`src/rtl/bram_arb_pkg.sv`:
```
// Shared constants, types and the round-robin pick function for the BRAM port arbiter.
package bram_arb_pkg;

    localparam int BRAM_DATA_W = 32;
    localparam int BRAM_WE_W   = 4;
    localparam int MAX_REQ     = 4;
    localparam int STAT_W      = 16;
    localparam int IDX_W       = 2;

    typedef logic [MAX_REQ-1:0] req_vec_t;
    typedef logic [IDX_W-1:0]   req_idx_t;

    typedef struct packed {
        logic     valid;
        req_idx_t owner;
    } lock_t;

    // First asserted request at or after ptr, wrapping modulo n; returns one-hot.
    function automatic req_vec_t rr_pick(input req_vec_t req_v, input req_idx_t ptr, input int n);
        req_vec_t onehot;
        req_idx_t idx;
        onehot = '0;
        for (int k = 0; k < MAX_REQ; k++) begin
            idx = req_idx_t'((int'(ptr) + k) % n);
            if (k < n && onehot == '0 && req_v[idx]) begin
                onehot[idx] = 1'b1;
            end
        end
        return onehot;
    endfunction

endpackage

```
`src/rtl/rr_arbiter.sv`:
```
// Round-robin arbiter with per-requester burst lock; owns the pointer and lock-owner state.
module rr_arbiter
    import bram_arb_pkg::*;
#(
    parameter int NUM_REQ = 2
) (
    input  logic               aclk,
    input  logic               areset,
    input  logic [NUM_REQ-1:0] i_req,
    input  logic [NUM_REQ-1:0] i_lock,
    output logic [NUM_REQ-1:0] o_gnt
);

    req_idx_t r_ptr;
    req_idx_t w_ptr_nxt;
    lock_t    r_lock;
    lock_t    w_lock_nxt;
    req_vec_t w_req_ext;
    req_vec_t w_lock_ext;
    req_vec_t w_pick;
    req_idx_t w_win;
    logic     w_any;

    function automatic req_idx_t next_idx(input req_idx_t idx);
        return req_idx_t'((int'(idx) + 1) % NUM_REQ);
    endfunction

    assign w_req_ext  = req_vec_t'(i_req);
    assign w_lock_ext = req_vec_t'(i_lock);

    // NOTE: sequential state is written only with non-blocking assignments.
    always_ff @(posedge aclk or posedge areset) begin
        if (areset) begin
            r_ptr  <= '0;
            r_lock <= '0;
        end else begin
            r_ptr  <= w_ptr_nxt;
            r_lock <= w_lock_nxt;
        end
    end

    // NOTE: every combinational output gets a default first so no path infers a latch.
    always_comb begin
        w_ptr_nxt  = r_ptr;
        w_lock_nxt = r_lock;
        if (r_lock.valid) begin
            if (!w_lock_ext[r_lock.owner]) begin
                w_lock_nxt = '0;
                w_ptr_nxt  = next_idx(r_lock.owner);
            end
        end else if (w_any) begin
            if (w_lock_ext[w_win]) begin
                w_lock_nxt = '{valid: 1'b1, owner: w_win};
            end else begin
                w_ptr_nxt = next_idx(w_win);
            end
        end
    end

    // While locked only the owner may win, and the port idles if it is not requesting.
    always_comb begin
        w_pick = '0;
        if (r_lock.valid) begin
            w_pick[r_lock.owner] = w_req_ext[r_lock.owner];
        end else begin
            w_pick = rr_pick(w_req_ext, r_ptr, NUM_REQ);
        end
    end

    always_comb begin
        w_win = '0;
        for (int i = 0; i < MAX_REQ; i++) begin
            if (w_pick[i]) begin
                w_win = req_idx_t'(i);
            end
        end
    end

    assign w_any = |w_pick;
    assign o_gnt = w_pick[NUM_REQ-1:0];

endmodule

```
`src/rtl/bram_port_arbiter.sv`:
```
// Shares one BRAM port between NUM_REQ requesters and returns read data to the issuer.
// Define BRAM_ARB_STATS_EN to add per-requester saturating grant counters (grant_cnt, stats_clr).
module bram_port_arbiter
    import bram_arb_pkg::*;
#(
    parameter int NUM_REQ    = 2,
    parameter int ADDR_WIDTH = 32,
    parameter int RD_LATENCY = 1
) (
    input  logic                           aclk,
    input  logic                           areset,
    input  logic [NUM_REQ-1:0]             req,
    input  logic [NUM_REQ-1:0]             lock,
    input  logic [BRAM_WE_W*NUM_REQ-1:0]   we,
    input  logic [ADDR_WIDTH*NUM_REQ-1:0]  addr,
    input  logic [BRAM_DATA_W*NUM_REQ-1:0] wrdata,
`ifdef BRAM_ARB_STATS_EN
    input  logic                           stats_clr,
    output logic [STAT_W*NUM_REQ-1:0]      grant_cnt,
`endif
    output logic [NUM_REQ-1:0]             gnt,
    output logic [NUM_REQ-1:0]             rdvalid,
    output logic [BRAM_DATA_W-1:0]         rddata,
    output logic                           BRAM_CLK,
    output logic                           BRAM_EN,
    output logic [BRAM_WE_W-1:0]           BRAM_WE,
    output logic [ADDR_WIDTH-1:0]          BRAM_ADDR,
    output logic [BRAM_DATA_W-1:0]         BRAM_WRDATA,
    input  logic [BRAM_DATA_W-1:0]         BRAM_RDDATA
);

    logic [NUM_REQ-1:0]     w_gnt;
    logic [NUM_REQ-1:0]     w_rd_issue;
    logic [NUM_REQ-1:0]     w_rd_tail;
    logic [NUM_REQ-1:0]     r_rdvalid;
    logic [BRAM_DATA_W-1:0] r_rddata;

    rr_arbiter #(
        .NUM_REQ (NUM_REQ)
    ) u_rr_arbiter (
        .aclk   (aclk),
        .areset (areset),
        .i_req  (req),
        .i_lock (lock),
        .o_gnt  (w_gnt)
    );

    always_comb begin
        BRAM_WE     = '0;
        BRAM_ADDR   = '0;
        BRAM_WRDATA = '0;
        for (int i = 0; i < NUM_REQ; i++) begin
            if (w_gnt[i]) begin
                BRAM_WE     = we[i*BRAM_WE_W +: BRAM_WE_W];
                BRAM_ADDR   = addr[i*ADDR_WIDTH +: ADDR_WIDTH];
                BRAM_WRDATA = wrdata[i*BRAM_DATA_W +: BRAM_DATA_W];
            end
        end
    end

    assign BRAM_CLK   = aclk;
    assign BRAM_EN    = |w_gnt;
    assign gnt        = w_gnt;
    assign w_rd_issue = (BRAM_WE == '0) ? w_gnt : '0;

    // The output register is the last stage; earlier stages only carry the one-hot tag.
    if (RD_LATENCY > 1) begin : g_tag_pipe
        logic [NUM_REQ-1:0] r_tag [RD_LATENCY-1];

        // NOTE: the tag stages are reset so reads in flight at reset never report rdvalid.
        always_ff @(posedge aclk or posedge areset) begin
            if (areset) begin
                for (int k = 0; k < RD_LATENCY-1; k++) begin
                    r_tag[k] <= '0;
                end
            end else begin
                r_tag[0] <= w_rd_issue;
                for (int k = 1; k < RD_LATENCY-1; k++) begin
                    r_tag[k] <= r_tag[k-1];
                end
            end
        end

        assign w_rd_tail = r_tag[RD_LATENCY-2];
    end else begin : g_tag_direct
        assign w_rd_tail = w_rd_issue;
    end

    always_ff @(posedge aclk or posedge areset) begin
        if (areset) begin
            r_rdvalid <= '0;
            r_rddata  <= '0;
        end else begin
            r_rdvalid <= w_rd_tail;
            if (|w_rd_tail) begin
                r_rddata <= BRAM_RDDATA;
            end
        end
    end

    assign rdvalid = r_rdvalid;
    assign rddata  = r_rddata;

`ifdef BRAM_ARB_STATS_EN
    logic [STAT_W-1:0] r_cnt [NUM_REQ];

    // Clear wins over a same-cycle increment; counters stick at all-ones.
    always_ff @(posedge aclk or posedge areset) begin
        if (areset) begin
            for (int i = 0; i < NUM_REQ; i++) begin
                r_cnt[i] <= '0;
            end
        end else begin
            for (int i = 0; i < NUM_REQ; i++) begin
                if (stats_clr) begin
                    r_cnt[i] <= '0;
                end else if (w_gnt[i] && r_cnt[i] != '1) begin
                    r_cnt[i] <= r_cnt[i] + 1'b1;
                end
            end
        end
    end

    for (genvar g = 0; g < NUM_REQ; g++) begin : g_cnt_out
        assign grant_cnt[g*STAT_W +: STAT_W] = r_cnt[g];
    end
`endif

endmodule
```
`config.mk`:
```
export PLATFORM = sky130hd
export DESIGN_NAME = bram_port_arbiter
export DESIGN_NICKNAME = d
export VERILOG_FILES = /design/src/rtl/bram_arb_pkg.sv /design/src/rtl/rr_arbiter.sv /design/src/rtl/bram_port_arbiter.sv
export SDC_FILE = /design/constraint.sdc
export NUM_CORES = 1
export LEC_CHECK = 0
export ABC_AREA = 1
export BUFFER_PORTS_ARGS = -buffer_cell sky130_fd_sc_hd__clkbuf_2
export CAP_MARGIN = 40
export CORE_AREA = 2 2 109 111
export DETAILED_ROUTE_END_ITERATION = 8
export DIE_AREA = 0 0 111 113
export SLEW_MARGIN = 0
export SYNTH_ARGS = -nofsm -noshare
export SYNTH_HDL_FRONTEND = slang
export SYNTH_HIERARCHICAL = 1
export SYNTH_SLANG_ARGS = --single-unit
```
`constraint.sdc`:
```
create_clock -name aclk -period 4.6 [get_ports aclk]
set_input_delay 0.23 -clock aclk [delete_from_list [all_inputs] [get_ports aclk]]
set_output_delay 0.23 -clock aclk [all_outputs]
set_load 0.01 [all_outputs]
```
==> results_tabular.tex, run 1 <==
\begin{tabular}{lr}
\hline
Metric & Value \\
\hline
\multicolumn{2}{l}{\textbf{Min path}} \\
\quad Class of the tightest hold or removal check & primary input to flop \\
\quad Min-delay src & BRAM\_RDDATA[6] \\
\quad Hold path cells & 3 \\
\quad Worst-case hold path end point & rddata[6] \\
\multicolumn{2}{l}{\textbf{Clock tree}} \\
\quad Clock tree buffer depth & 2 \\
\quad Number of H-tree branching levels & 2 \\
\quad TritonCTS clock tree & yes \\
\quad Total clock buffers created by CTS & 5 \\
\quad Post-CTS clock slew at the launch and capture registers of the worst setup and hold paths & around 0.06 ns \\
\quad CTS resizes & 0 \\
\quad Total setup buffers inserted after CTS & 0 \\
\quad Clock latency on the worst-skew pair & 0.28 ns \\
\quad Clock tree root buffer cell & sky130\_fd\_sc\_hd\_\_clkbuf\_16 \\
\multicolumn{2}{l}{\textbf{Floorplan}} \\
\quad Core Region & 0.0113 sq mm \\
\quad Floorplan die height & 113 microns \\
\quad Top-Level Pins & 280 \\
\quad Chip Width & 111 microns \\
\quad Total die area & 0.0125 sq mm \\
\quad Effective utilization at floorplan & 0.236 \\
\quad Row count & 39 \\
\multicolumn{2}{l}{\textbf{Logic synthesis}} \\
\quad Main combinational cell family by area after synthesis & simple AND/OR/NAND/NOR gates \\
\quad Top flip-flop cell by instance count after synthesis & sky130\_fd\_sc\_hd\_\_dfrtp\_1 \\
\quad Cell taking the most area after synthesis & sky130\_fd\_sc\_hd\_\_dfrtp\_1 \\
\quad Post-synthesis share of cell area spent on and, or, nand and nor gates & 0.556 \\
\quad Post-synth EDFFs & 0 \\
\quad Gate count of the mapped netlist & 421 \\
\quad Post-Synthesis Cell Area & 0.00266 sq mm \\
\quad Syn\_nets & between 500 and 600 \\
\quad Flop and latch count out of synthesis & 38 \\
\quad Mean post-synth cell area & 6.32 sq um \\
\quad Ys Warns & 6 \\
\quad Post-synth top cells & sky130\_fd\_sc\_hd\_\_nand2\_1, sky130\_fd\_sc\_hd\_\_nand3\_1, sky130\_fd\_sc\_hd\_\_dfrtp\_1 \\
\quad Synth Area in Adders & 0 \\
\quad Main area contributors after synthesis & sky130\_fd\_sc\_hd\_\_dfrtp\_1, sky130\_fd\_sc\_hd\_\_nand2\_1, sky130\_fd\_sc\_hd\_\_nand3\_1 \\
\quad Share of Yosys cell area claimed by the top area cell type & 0.357 \\
\quad Complex-gate fraction of the synthesized area & 0.00659 \\
\quad Synth async-reset ratio & 1.00 \\
\quad Multiplexer share of the synthesized area & 0 \\
\quad Fraction of the yosys area taken by sequential cells & 0.357 \\
\quad Count of unique library cells instantiated by Yosys & 21 \\
\quad Library cell with the highest instance count after synthesis & sky130\_fd\_sc\_hd\_\_nand2\_1 \\
\quad Post-synthesis share of cell area spent on xor and xnor gates & 0 \\
\multicolumn{2}{l}{\textbf{Critical path}} \\
\quad Critical Path, Cell by Cell & clkbuf\_16, clkbuf\_16, clkbuf\_2 \\
\quad Setup CP Type & clock port to output port \\
\quad Worst reg-to-reg setup slack & 1.79 ns \\
\quad Capturing point of the worst reg2reg path & rddata[31] \\
\quad Most numerous cell on the critical path & sky130\_fd\_sc\_hd\_\_clkbuf\_16 \\
\quad Maximum cell stage delay along the critical path & 0.16 ns \\
\quad Critical Path Start Type & clock port \\
\quad Number of cells on the worst reg-to-reg path & 11 \\
\quad Crit path required time & 4.37 ns \\
\quad Critical path's slowest cell & sky130\_fd\_sc\_hd\_\_clkbuf\_16 \\
\quad Category of cells accounting for the largest share of critical-path delay & buffers and inverters \\
\quad Launching point of the worst reg2reg path & u\_rr\_arbiter/r\_lock[2] \\
\quad Maximum fanout count along the critical path & 9 \\
\quad Crit end category & output port \\
\quad Critical path buffers and inverters & 3 \\
\quad Endpoint arrival time on the critical path & between 2 and 3 ns \\
\multicolumn{2}{l}{\textbf{Power}} \\
\quad Power density of the placed cells & 584 mW/mm\^{}2 \\
\quad Portion of total power attributed to combinational logic & 0.589 \\
\quad Switching Share & 0.476 \\
\quad Lkg Pwr & 2.77 nW \\
\quad Power spent charging and discharging nets & between 0.001 and 0.0015 W \\
\quad Largest voltage drop on the vdd net & around 0.00035 V \\
\quad Internal power consumption & 0.00132 W \\
\quad Share of power burned in the clock network & 0.181 \\
\quad Part of the power in registers & 0.230 \\
\multicolumn{2}{l}{\textbf{Route}} \\
\quad Drt wl/cell & 14.4 microns \\
\quad Remaining design rule violation count & 0 \\
\quad Number of nets still failing antenna checks after routing & 0 \\
\quad Wire length after detailed routing & 11.8 mm \\
\quad First-pass iteration count of the detailed router & 6 \\
\quad Avg Vias per Cell & 4.64 \\
\quad DRT iter0 DRCs & 304 \\
\quad Via count & 3820 \\
\multicolumn{2}{l}{\textbf{Global route}} \\
\quad Total congestion overflow & 0 \\
\quad Via count of the first global-routing pass & 3724 \\
\quad Global-route wire length before repair & 18.2 mm \\
\quad Largest net degree at the start of global routing & 67 \\
\quad Number of antenna violations at the first check in global routing & 0 \\
\quad Overall routing resource usage & 0.177 \\
\multicolumn{2}{l}{\textbf{Placed design}} \\
\quad Half-perimeter wire length after placement & between 9 and 10 mm \\
\quad Final weighted congestion of routability-driven global placement & $\sim$0.9 \\
\quad Area after detailed placement & 0.00412 sq mm \\
\quad IO Port Bufs & between 200 and 300 \\
\multicolumn{2}{l}{\textbf{Finish}} \\
\quad Design Area, Final & between 0.004 and 0.005 sq mm \\
\quad NumNets Final & 854 \\
\quad Diodes inserted & 0 \\
\quad Fraction of layout cells with a size suffix above 1 & 0.451 \\
\quad Area added between synthesis and finish & 62.4\% \\
\quad Core utilization of the finished layout & 0.383 \\
\multicolumn{2}{l}{\textbf{Timing}} \\
\quad TNS Setup & 0 ns \\
\quad Largest clock skew in the final design & 0.00313 ns \\
\quad Transition time of the tightest slew-check pin & 0.823 ns \\
\quad Max Transition Viols Final & 0 \\
\quad Slew HR & 0.450 \\
\quad Final setup vio count & 0 \\
\quad Hold slack & 0.197 ns \\
\quad RSZ-0062 raised after global routing & false \\
\quad Final hold vios & 0 \\
\multicolumn{2}{l}{\textbf{Run}} \\
\quad Max-cap check violation count & 0 \\
\multicolumn{2}{l}{\textbf{Outcome}} \\
\quad Status & completed \\
\hline
\end{tabular}
[final cells by class]
| class | count | area [sq um] |
|---|---|---|
| Fill cell | 1225 | 6950 |
| Multi-Input combinational cell | 337 | 1500 |
| Timing Repair Buffer | 285 | 1450 |
| Sequential cell | 38 | 951 |
| Tap cell | 143 | 179 |
| Clock buffer | 7 | 134 |
| Clock inverter | 2 | 60.1 |
| Inverter | 12 | 46.3 |
[cell usage in the layout (no fill, tap or decap)]
cell type	synthesis	routed
sky130_fd_sc_hd__nand2_2	8	8
sky130_fd_sc_hd__a22oi_1	1	1
sky130_fd_sc_hd__a21oi_1	1	1
sky130_fd_sc_hd__dfrtp_1	38	38
sky130_fd_sc_hd__nand4_1	32	32
sky130_fd_sc_hd__nor2_1	9	9
sky130_fd_sc_hd__clkbuf_2	0	279
sky130_fd_sc_hd__inv_1	10	10
sky130_fd_sc_hd__clkbuf_16	0	5
sky130_fd_sc_hd__nand2_1	208	208
sky130_fd_sc_hd__nand3_1	72	72
sky130_fd_sc_hd__bufinv_16	0	2
sky130_fd_sc_hd__nand3_2	1	1
sky130_fd_sc_hd__nor3_2	0	1
sky130_fd_sc_hd__buf_4	1	6
sky130_fd_sc_hd__o21ai_0	1	1
sky130_fd_sc_hd__dlygate4sd3_1	0	1
sky130_fd_sc_hd__clkbuf_1	15	1
sky130_fd_sc_hd__clkinv_2	1	1
sky130_fd_sc_hd__nor2_4	2	2
sky130_fd_sc_hd__nand3_4	1	1
sky130_fd_sc_hd__inv_2	1	1
[metal layers]
metal / track usage / routed length (microns) / vias to the layer above
met1: 0.202 / 4560 / 1733
met4: 0.0517 / 226 / 0
met2: 0.325 / 5980 / 185
met5: 0 / 0 / -
met3: 0.0482 / 1060 / 16
li1: - / - / 1886
[worst min-delay path, delay by kind of cell]
kind,cells,cell delay (ns)
simple gates,2,0.13
buf+inv,1,0.08
[stage by stage]
step                worst slack [ns]  power, W  instances
CTS                             1.64   0.00255        824
global route                    1.51   0.00274        824
floorplan                       1.95   0.00152        421
global placement                1.93   0.00207        815
finish                          1.65   0.00252        824
detailed placement              1.84   0.00209        815
[what timing repair did]
| action | in CTS | in global routing |
|---|---|---|
| hold buffers | 1 | 0 |
| endpoints found under the hold margin | 4 | 0 |
| setup endpoints to repair | 0 | 0 |
[power groups by stage]
stage	Sequential, W	Clock [W]	Combinational [W]
finish	0.000579	0.000457	0.00148
global route	0.000596	0.000486	0.00166
CTS	0.000579	0.000471	0.00150
detailed placement	0.000583	0.0000131	0.00150
global placement	0.000581	0.0000131	0.00148
floorplan	0.000636	0.0000179	0.000868
[sequential cells by signal, summed over array words and instances (netlist names)]
| signal | cells |
|---|---|
| rddata | 32 |
| rdvalid | 2 |
| u_rr_arbiter/r_ptr | 1 |
| u_rr_arbiter/r_lock | 3 |
[worst max path at each step]
stage | cells past startpoint | to | startpoint
finish | 3 | BRAM_CLK | aclk
global route | 11 | rddata[31] | u_rr_arbiter/r_lock[2]
CTS | 3 | BRAM_CLK | aclk
detailed placement | 11 | rddata[12] | u_rr_arbiter/r_lock[2]
global placement | 11 | rddata[30] | u_rr_arbiter/r_lock[2]
floorplan | 1 | BRAM_CLK | aclk
[cells by family (layout without fill, tap and decap cells)]
| group | count (synthesis) | count (layout) |
|---|---|---|
| AO/OA/AOI/OAI | 3 | 3 |
| flip-flops | 38 | 38 |
| AND/OR/NAND/NOR | 334 | 334 |
| buffers and inverters | 46 | 306 |
(Power assumes the default switching activity.)
==> run 2, diff against run 1 <==
==> constraint.sdc (replaced) <==
create_clock -name aclk -period 3.1 [get_ports aclk]
set_input_delay 0.155 -clock aclk [delete_from_list [all_inputs] [get_ports aclk]]
set_output_delay 0.155 -clock aclk [all_outputs]
set_load 0.01 [all_outputs]
==> run 2 against run 1 <==
Compared with the run above:
- worst hold slack lost 0.076 ns
- clock skew up 0.00078 ns
- via count grew 2.5%
- flip-flop and latch count unchanged
- sequential power rose by 49%
- critical endpoint is now BRAM_WRDATA[3]
==> results_tabular.tex, run 2 (synthesis results as in run 1) <==
\begin{tabular}{lr}
\hline
Metric & Value \\
\hline
\multicolumn{2}{l}{\textbf{Timing}} \\
\quad Final setup vio count & 0 (unchanged) \\
\quad Maximum clock frequency & 367 MHz \\
\quad Worst path setup slack after routing & 0.377 ns (-1.27 ns) \\
\quad Transition time of the tightest slew-check pin & 0.740 ns (-0.0827 ns) \\
\quad Slew HR & 0.506 (+0.0559) \\
\quad Largest clock skew in the final design & 0.00391 ns (+0.000781 ns) \\
\quad Max Transition Viols Final & 0 (unchanged) \\
\quad Hold slack & 0.121 ns (-0.0760 ns) \\
\quad Final hold vios & 0 (unchanged) \\
\quad Final period utilization & 0.878 \\
\quad RSZ-0062 raised after global routing & false \\
\quad Min Clock Period, post-route & 2.72 ns \\
\quad TNS Setup & 0 ns (unchanged) \\
\multicolumn{2}{l}{\textbf{Floorplan}} \\
\quad Chip Width & 111 microns (unchanged) \\
\quad Effective utilization at floorplan & 0.236 (unchanged) \\
\quad Top-Level Pins & 280 (unchanged) \\
\quad Total die area & 0.0125 sq mm (unchanged) \\
\quad Row count & 39 (unchanged) \\
\quad Core Region & 0.0113 sq mm (unchanged) \\
\quad Floorplan die height & 113 microns (unchanged) \\
\multicolumn{2}{l}{\textbf{Placed design}} \\
\quad Half-perimeter wire length after placement & 9.61 mm (+2.1\%) \\
\quad IO Port Bufs & 279 (unchanged) \\
\quad Placement-stage worst setup slack & 0.118 ns (-1.72 ns) \\
\quad Final weighted congestion of routability-driven global placement & 0.852 (-5.4\%) \\
\multicolumn{2}{l}{\textbf{Clock tree}} \\
\quad Post-CTS clock slew at the launch and capture registers of the worst setup and hold paths & 0.06 ns (about the same) \\
\quad Clock tree root buffer cell & sky130\_fd\_sc\_hd\_\_clkbuf\_16 \\
\quad Number of H-tree branching levels & 2 (unchanged) \\
\quad Clock tree buffer depth & 2 (unchanged) \\
\quad TritonCTS clock tree & yes \\
\quad Total clock buffers created by CTS & 5 (unchanged) \\
\quad Clock latency on the worst-skew pair & 0.28 ns (about the same) \\
\multicolumn{2}{l}{\textbf{Route}} \\
\quad Drt wl/cell & 15.0 microns (+4.7\%) \\
\quad Avg Vias per Cell & 4.72 (+1.8\%) \\
\quad Wire length after detailed routing & 12.5 mm (+5.5\%) \\
\quad DRT iter0 DRCs & 332 (+9.2\%) \\
\quad Remaining design rule violation count & 0 (unchanged) \\
\quad Number of nets still failing antenna checks after routing & 0 (unchanged) \\
\quad Via count & 3917 (+2.5\%) \\
\quad First-pass iteration count of the detailed router & 4 (-2) \\
\multicolumn{2}{l}{\textbf{Critical path}} \\
\quad Crit path required time & 2.94 ns (-1.43 ns) \\
\quad Critical path buffers and inverters & 4 (+1) \\
\quad Endpoint arrival time on the critical path & 2.57 ns (-0.15 ns) \\
\quad Maximum cell stage delay along the critical path & 0.50 ns (+0.34 ns) \\
\quad Category of cells accounting for the largest share of critical-path delay & buffers and inverters \\
\quad Critical Path Start Type & flop \\
\quad Critical path's slowest cell & sky130\_fd\_sc\_hd\_\_inv\_2 \\
\quad Crit end category & output port \\
\quad Maximum fanout count along the critical path & 41 (+32) \\
\quad Total stage count of the critical path & 9 (+6) \\
\quad Setup CP Type & flop to output port \\
\quad Number of cells on the worst reg-to-reg path & 9 (-2) \\
\quad Critical Path, Cell by Cell & nand2\_1, clkinv\_2, nand2\_2, nand2\_2, inv\_2, buf\_4, nand3\_1, nand2\_1, clkbuf\_2 \\
\multicolumn{2}{l}{\textbf{Global route}} \\
\quad Number of antenna violations at the first check in global routing & 0 (unchanged) \\
\quad Overall routing resource usage & 0.178 (+0.000931) \\
\quad Via count of the first global-routing pass & 3723 (-0.027\%) \\
\quad Global-route wire length before repair & 18.2 mm (about the same) \\
\quad Total congestion overflow & 0 (unchanged) \\
\quad Largest net degree at the start of global routing & 51 (-24\%) \\
\multicolumn{2}{l}{\textbf{Finish}} \\
\quad Fraction of layout cells with a size suffix above 1 & 0.457 (+0.00625) \\
\quad Core utilization of the finished layout & 0.386 (+0.00244) \\
\quad Most common library cell in the layout ignoring fill and taps & sky130\_fd\_sc\_hd\_\_clkbuf\_2 \\
\quad Diodes inserted & 0 (unchanged) \\
\quad NumNets Final & 860 (+0.70\%) \\
\quad Area added between synthesis and finish & 63.4\% \\
\quad Commonest cells after routing, fill and taps aside & sky130\_fd\_sc\_hd\_\_clkbuf\_2, sky130\_fd\_sc\_hd\_\_nand2\_1, sky130\_fd\_sc\_hd\_\_nand3\_1 \\
\quad Flip-flop count of the largest register, all copies and words added & 32 (unchanged) \\
\multicolumn{2}{l}{\textbf{Outcome}} \\
\quad Status & completed \\
\multicolumn{2}{l}{\textbf{Power}} \\
\quad Lkg Pwr & 2.78 nW (+0.67\%) \\
\quad Largest voltage drop on the vdd net & 0.000371 V (+4.7\%) \\
\quad Power density of the placed cells & 868 mW/mm\^{}2 (+49\%) \\
\multicolumn{2}{l}{\textbf{Run}} \\
\quad Max-cap check violation count & 0 (unchanged) \\
\multicolumn{2}{l}{\textbf{Min path}} \\
\quad Class of the tightest hold or removal check & primary input to flop \\
\quad Hold path cells & 3 (unchanged) \\
\hline
\end{tabular}
-- run 2: repair_timing --
action,4_1_cts,5_1_grt
hold buffers,1,0
gates resized for setup,0,0
buffers inserted,0,4
setup endpoints to repair,0,32
endpoints found under the hold margin,38,0
-- run 2: power breakdown --
group          internal (W)  total [W]  switching (W)  leakage [nW]
Sequential         0.000726   0.000862       0.000136         0.477
Combinational      0.000799    0.00228        0.00148          2.22
Clock              0.000409   0.000631       0.000222        0.0910
-- run 2: final cells by class --
cell class,count,area [sq um]
clock inverter,2,35.0
multi-input combinational,339,1520
sequential,38,951
inverter,12,46.3
clock buffer,7,144
fill,1242,6930
timing repair buffer,289,1480
tap,143,179
-- run 2: worst min-delay path, delay by kind of cell --
| kind | cells | cell delay [ns] |
|---|---|---|
| buf+inv | 1 | 0.08 |
| simple gates | 2 | 0.13 |
-- run 2: metrics by stage --
stage	power, W	cells	area [sq um]
finish	0.00377	830	4350
global route	0.00409	830	4350
CTS	0.00373	824	4300
detailed placement	0.00310	815	4120
global placement	0.00308	815	4120
floorplan	0.00226	421	2660
-- run 2: layer usage --
layer | part of all wire | GRT usage
met1 | 0.38 | 0.198
met2 | 0.52 | 0.333
met3 | 0.083 | 0.0450
met4 | 0.021 | 0.0583
met5 | 0 | 0
-- run 2: final timing paths --
path	startpoint	slack, ns	to
min in group asynchronous	areset	0.32	u_rr_arbiter/r_lock[1]
worst max register to register	u_rr_arbiter/r_lock[1]	0.45	rddata[14]
worst max-delay path	u_rr_arbiter/r_lock[2]	0.38	BRAM_WRDATA[3]
worst min-delay path	BRAM_RDDATA[0]	0.12	rddata[0]
max in group asynchronous	areset	2.26	rddata[13]
worst min register to register	rddata[26]	0.47	rddata[26]
==> run 3, diff against run 2 <==
--- a/config.mk
+++ b/config.mk
@@ -8,9 +8,11 @@
 export ABC_AREA = 1
 export BUFFER_PORTS_ARGS = -buffer_cell sky130_fd_sc_hd__clkbuf_2
 export CAP_MARGIN = 40
-export CORE_AREA = 2 2 109 111
+export CELL_PAD_IN_SITES_DETAIL_PLACEMENT = 0
+export CELL_PAD_IN_SITES_GLOBAL_PLACEMENT = 1
+export CORE_UTILIZATION = 21
 export DETAILED_ROUTE_END_ITERATION = 8
-export DIE_AREA = 0 0 111 113
+export PLACE_DENSITY_LB_ADDON = 0.1
 export SLEW_MARGIN = 0
 export SYNTH_ARGS = -nofsm -noshare
 export SYNTH_HDL_FRONTEND = slang
==> run 3 against run 2 <==
Compared with the run above:
- worst hold slack got worse by 0.0027 ns
- via count decreased by 4.7%
- cell count increased by 2.3%
- clock skew increased by 0.0011 ns
- register-to-register slack got worse by 0.06 ns
- global-route usage decreased by 0.73 points
- non-clock buffer count decreased by 4
- sequential power decreased by 1%
- flip-flop and latch count unchanged
- sequential share of layout area about the same
- routed wire length decreased by 7.5%
- critical endpoint is now rddata[19]
==> results_tabular.tex, run 3 (synthesis results as in run 1) <==
\begin{tabular}{lr}
\hline
Metric & Value \\
\hline
\multicolumn{2}{l}{\textbf{Global route}} \\
\quad Via count of the first global-routing pass & 3675 (-1.3\%) \\
\quad Global-route wire length before repair & 17.7 mm (-3.1\%) \\
\quad Largest net degree at the start of global routing & 63 (+24\%) \\
\quad Total congestion overflow & 0 (unchanged) \\
\quad Number of antenna violations at the first check in global routing & 0 (unchanged) \\
\quad Overall routing resource usage & 0.171 (-0.00732) \\
\multicolumn{2}{l}{\textbf{Timing}} \\
\quad Transition time of the tightest slew-check pin & 0.815 ns (+0.0751 ns) \\
\quad Final hold vios & 0 (unchanged) \\
\quad RSZ-0062 raised after global routing & false \\
\quad Final setup vio count & 0 (unchanged) \\
\quad Final period utilization & 0.875 (-0.00314) \\
\quad Max Transition Viols Final & 0 (unchanged) \\
\quad Min Clock Period, post-route & 2.71 ns (-0.00972 ns) \\
\quad Worst path setup slack after routing & 0.387 ns (+0.00972 ns) \\
\quad TNS Setup & 0 ns (unchanged) \\
\quad Largest clock skew in the final design & 0.00506 ns (+0.00115 ns) \\
\quad Maximum clock frequency & 369 MHz (+0.36\%) \\
\quad Slew HR & 0.455 (-0.0508) \\
\multicolumn{2}{l}{\textbf{Floorplan}} \\
\quad Floorplan die height & 115 microns (+1.4\%) \\
\quad Total die area & 0.0131 sq mm (+4.6\%) \\
\quad Top-Level Pins & 280 (unchanged) \\
\quad Row count & 40 (+2.6\%) \\
\quad Chip Width & 115 microns (+3.2\%) \\
\quad Effective utilization at floorplan & 0.219 (-0.0173) \\
\quad Core Region & 0.0122 sq mm (+7.9\%) \\
\multicolumn{2}{l}{\textbf{Placed design}} \\
\quad Half-perimeter wire length after placement & 8.99 mm (-6.5\%) \\
\quad IO Port Bufs & 279 (unchanged) \\
\quad Placement-stage worst setup slack & 0.355 ns (+0.237 ns) \\
\quad Final weighted congestion of routability-driven global placement & 0.789 (-7.3\%) \\
\quad Area after detailed placement & 0.00415 sq mm (+0.76\%) \\
\multicolumn{2}{l}{\textbf{Clock tree}} \\
\quad Total clock buffers created by CTS & 5 (unchanged) \\
\quad Clock latency on the worst-skew pair & 0.28 ns (about the same) \\
\quad Cts hold-fix bufs & 1 (unchanged) \\
\quad Total setup buffers inserted after CTS & 0 (unchanged) \\
\quad CTS resizes & 0 (unchanged) \\
\quad Clock tree root buffer cell & sky130\_fd\_sc\_hd\_\_clkbuf\_16 \\
\quad Post-CTS clock slew at the launch and capture registers of the worst setup and hold paths & 0.06 ns (about the same) \\
\quad Number of H-tree branching levels & 2 (unchanged) \\
\quad Clock tree buffer depth & 2 (unchanged) \\
\quad TritonCTS clock tree & yes \\
\multicolumn{2}{l}{\textbf{Route}} \\
\quad Met2 WL post-DR & 6.00 mm (-7.4\%) \\
\quad Top layer used by detailed routing & met4 \\
\quad Wire length after detailed routing & 11.5 mm (-7.5\%) \\
\quad Drt wl/cell & 13.6 microns (-9.6\%) \\
\quad Number of nets still failing antenna checks after routing & 0 (unchanged) \\
\quad Avg Vias per Cell & 4.39 (-6.9\%) \\
\quad Met3 WL post-DR & 931 microns (-10\%) \\
\quad Remaining design rule violation count & 0 (unchanged) \\
\quad First-pass iteration count of the detailed router & 4 (unchanged) \\
\quad Met1 WL & 4.41 mm (-6.2\%) \\
\quad Via count & 3731 (-4.7\%) \\
\quad DRT iter0 DRCs & 165 (-50\%) \\
\multicolumn{2}{l}{\textbf{Critical path}} \\
\quad Maximum fanout count along the critical path & 34 (-17\%) \\
\quad Critical Path Start Type & flop \\
\quad Crit path required time & 3.27 ns (+0.33 ns) \\
\quad Endpoint arrival time on the critical path & 2.88 ns (+0.31 ns) \\
\quad Number of cells on the worst reg-to-reg path & 10 (+1) \\
\quad Crit end category & flop \\
\quad Capturing point of the worst reg2reg path & rddata[19] \\
\quad Worst reg-to-reg setup slack & 0.39 ns (-0.06 ns) \\
\quad Setup CP Type & flop to flop \\
\quad Launching point of the worst reg2reg path & u\_rr\_arbiter/r\_lock[2] \\
\multicolumn{2}{l}{\textbf{Finish}} \\
\quad Core utilization of the finished layout & 0.358 (-0.0276) \\
\quad Design Area, Final & 0.00435 sq mm (+0.17\%) \\
\quad Fill cells & 1352 (+8.9\%) \\
\quad NumNets Final & 854 (-0.70\%) \\
\quad Commonest cells after routing, fill and taps aside & sky130\_fd\_sc\_hd\_\_clkbuf\_2, sky130\_fd\_sc\_hd\_\_nand2\_1, sky130\_fd\_sc\_hd\_\_nand3\_1 \\
\quad Most common library cell in the layout ignoring fill and taps & sky130\_fd\_sc\_hd\_\_clkbuf\_2 \\
\quad Flip-flop count of the largest register, all copies and words added & 32 (unchanged) \\
\quad Fraction of layout cells with a size suffix above 1 & 0.452 (-0.00478) \\
\quad Area added between synthesis and finish & 63.7\% \\
\quad Diodes inserted & 0 (unchanged) \\
\multicolumn{2}{l}{\textbf{Power}} \\
\quad Power density of the placed cells & 856 mW/mm\^{}2 (-1.4\%) \\
\quad Overall power consumption & 0.00373 W (-1.2\%) \\
\quad Lkg Pwr & 2.76 nW (-0.72\%) \\
\quad Largest voltage drop on the vdd net & 0.000286 V (-23\%) \\
\multicolumn{2}{l}{\textbf{Min path}} \\
\quad Hold path cells & 3 (unchanged) \\
\quad Class of the tightest hold or removal check & primary input to flop \\
\quad Worst-case hold path end point & rddata[24] \\
\quad Min-delay src & BRAM\_RDDATA[24] \\
\multicolumn{2}{l}{\textbf{Outcome}} \\
\quad Status & completed \\
\multicolumn{2}{l}{\textbf{Run}} \\
\quad Max-cap check violation count & 0 (unchanged) \\
\hline
\end{tabular}
==> run 3: cell types whose count changed in the layout (fill, tap and decap cells not counted), sizes merged <==
cell / change
clkinv: -1
buf: -4
clkbuf: -1
bufinv: +1
clkinvlp: +1
nor2: -2
==> run 3: worst max-delay path, cell delays in order (launching register included) <==
cell and delay [ns]:
sky130_fd_sc_hd__dfrtp_1 0.41, sky130_fd_sc_hd__nor2_1 0.11, sky130_fd_sc_hd__nand2_1 0.09, sky130_fd_sc_hd__nand2_2 0.28, sky130_fd_sc_hd__inv_2 0.12, sky130_fd_sc_hd__nand3_1 0.08, sky130_fd_sc_hd__nand2_1 0.10, sky130_fd_sc_hd__nor2_4 0.62
sky130_fd_sc_hd__nand3_4 0.52, sky130_fd_sc_hd__nand2_1 0.19, sky130_fd_sc_hd__nand2_1 0.06
==> run 3: how the worst max path moves through the flow <==
stage,from,end,depth (start not counted)
2_1_floorplan,u_rr_arbiter/r_lock[0],BRAM_ADDR[22],7
3_5_place_dp,u_rr_arbiter/r_lock[2],rddata[19],10
4_1_cts,u_rr_arbiter/r_lock[2],rddata[19],10
6_report,u_rr_arbiter/r_lock[2],rddata[19],10
5_1_grt,u_rr_arbiter/r_lock[2],rddata[2],10
3_3_place_gp,u_rr_arbiter/r_lock[1],rddata[18],10
==> run 3: layout make-up <==
cell class	instances	area, sq um	share of cell area
clock buffer	6	130	0.0299
clock inverter	3	67.6	0.0155
inverter	12	46.3	0.0106
multi-input combinational	337	1500	0.345
sequential	38	951	0.218
tap	168	210	0.0483
timing repair buffer	285	1450	0.332
==> run 3: layer usage <==
metal  global-route usage  vias up
li1                     -     1882
met1                0.186     1666
met2                0.325      172
met3               0.0402       11
met4               0.0528        0
met5                    0        -
==> run 3: stage by stage <==
step           instances  hold WS [ns]
6_report             849         0.118
3_5_place_dp         840        0.0577
3_3_place_gp         840        0.0563
4_1_cts              849         0.114
2_1_floorplan        421       -0.0789
5_1_grt              849         0.126
==> run 3: power breakdown <==
part / switching, W / internal [W]
Clock: 0.000215 / 0.000469
Combinational: 0.00143 / 0.000766
Sequential: 0.000124 / 0.000725
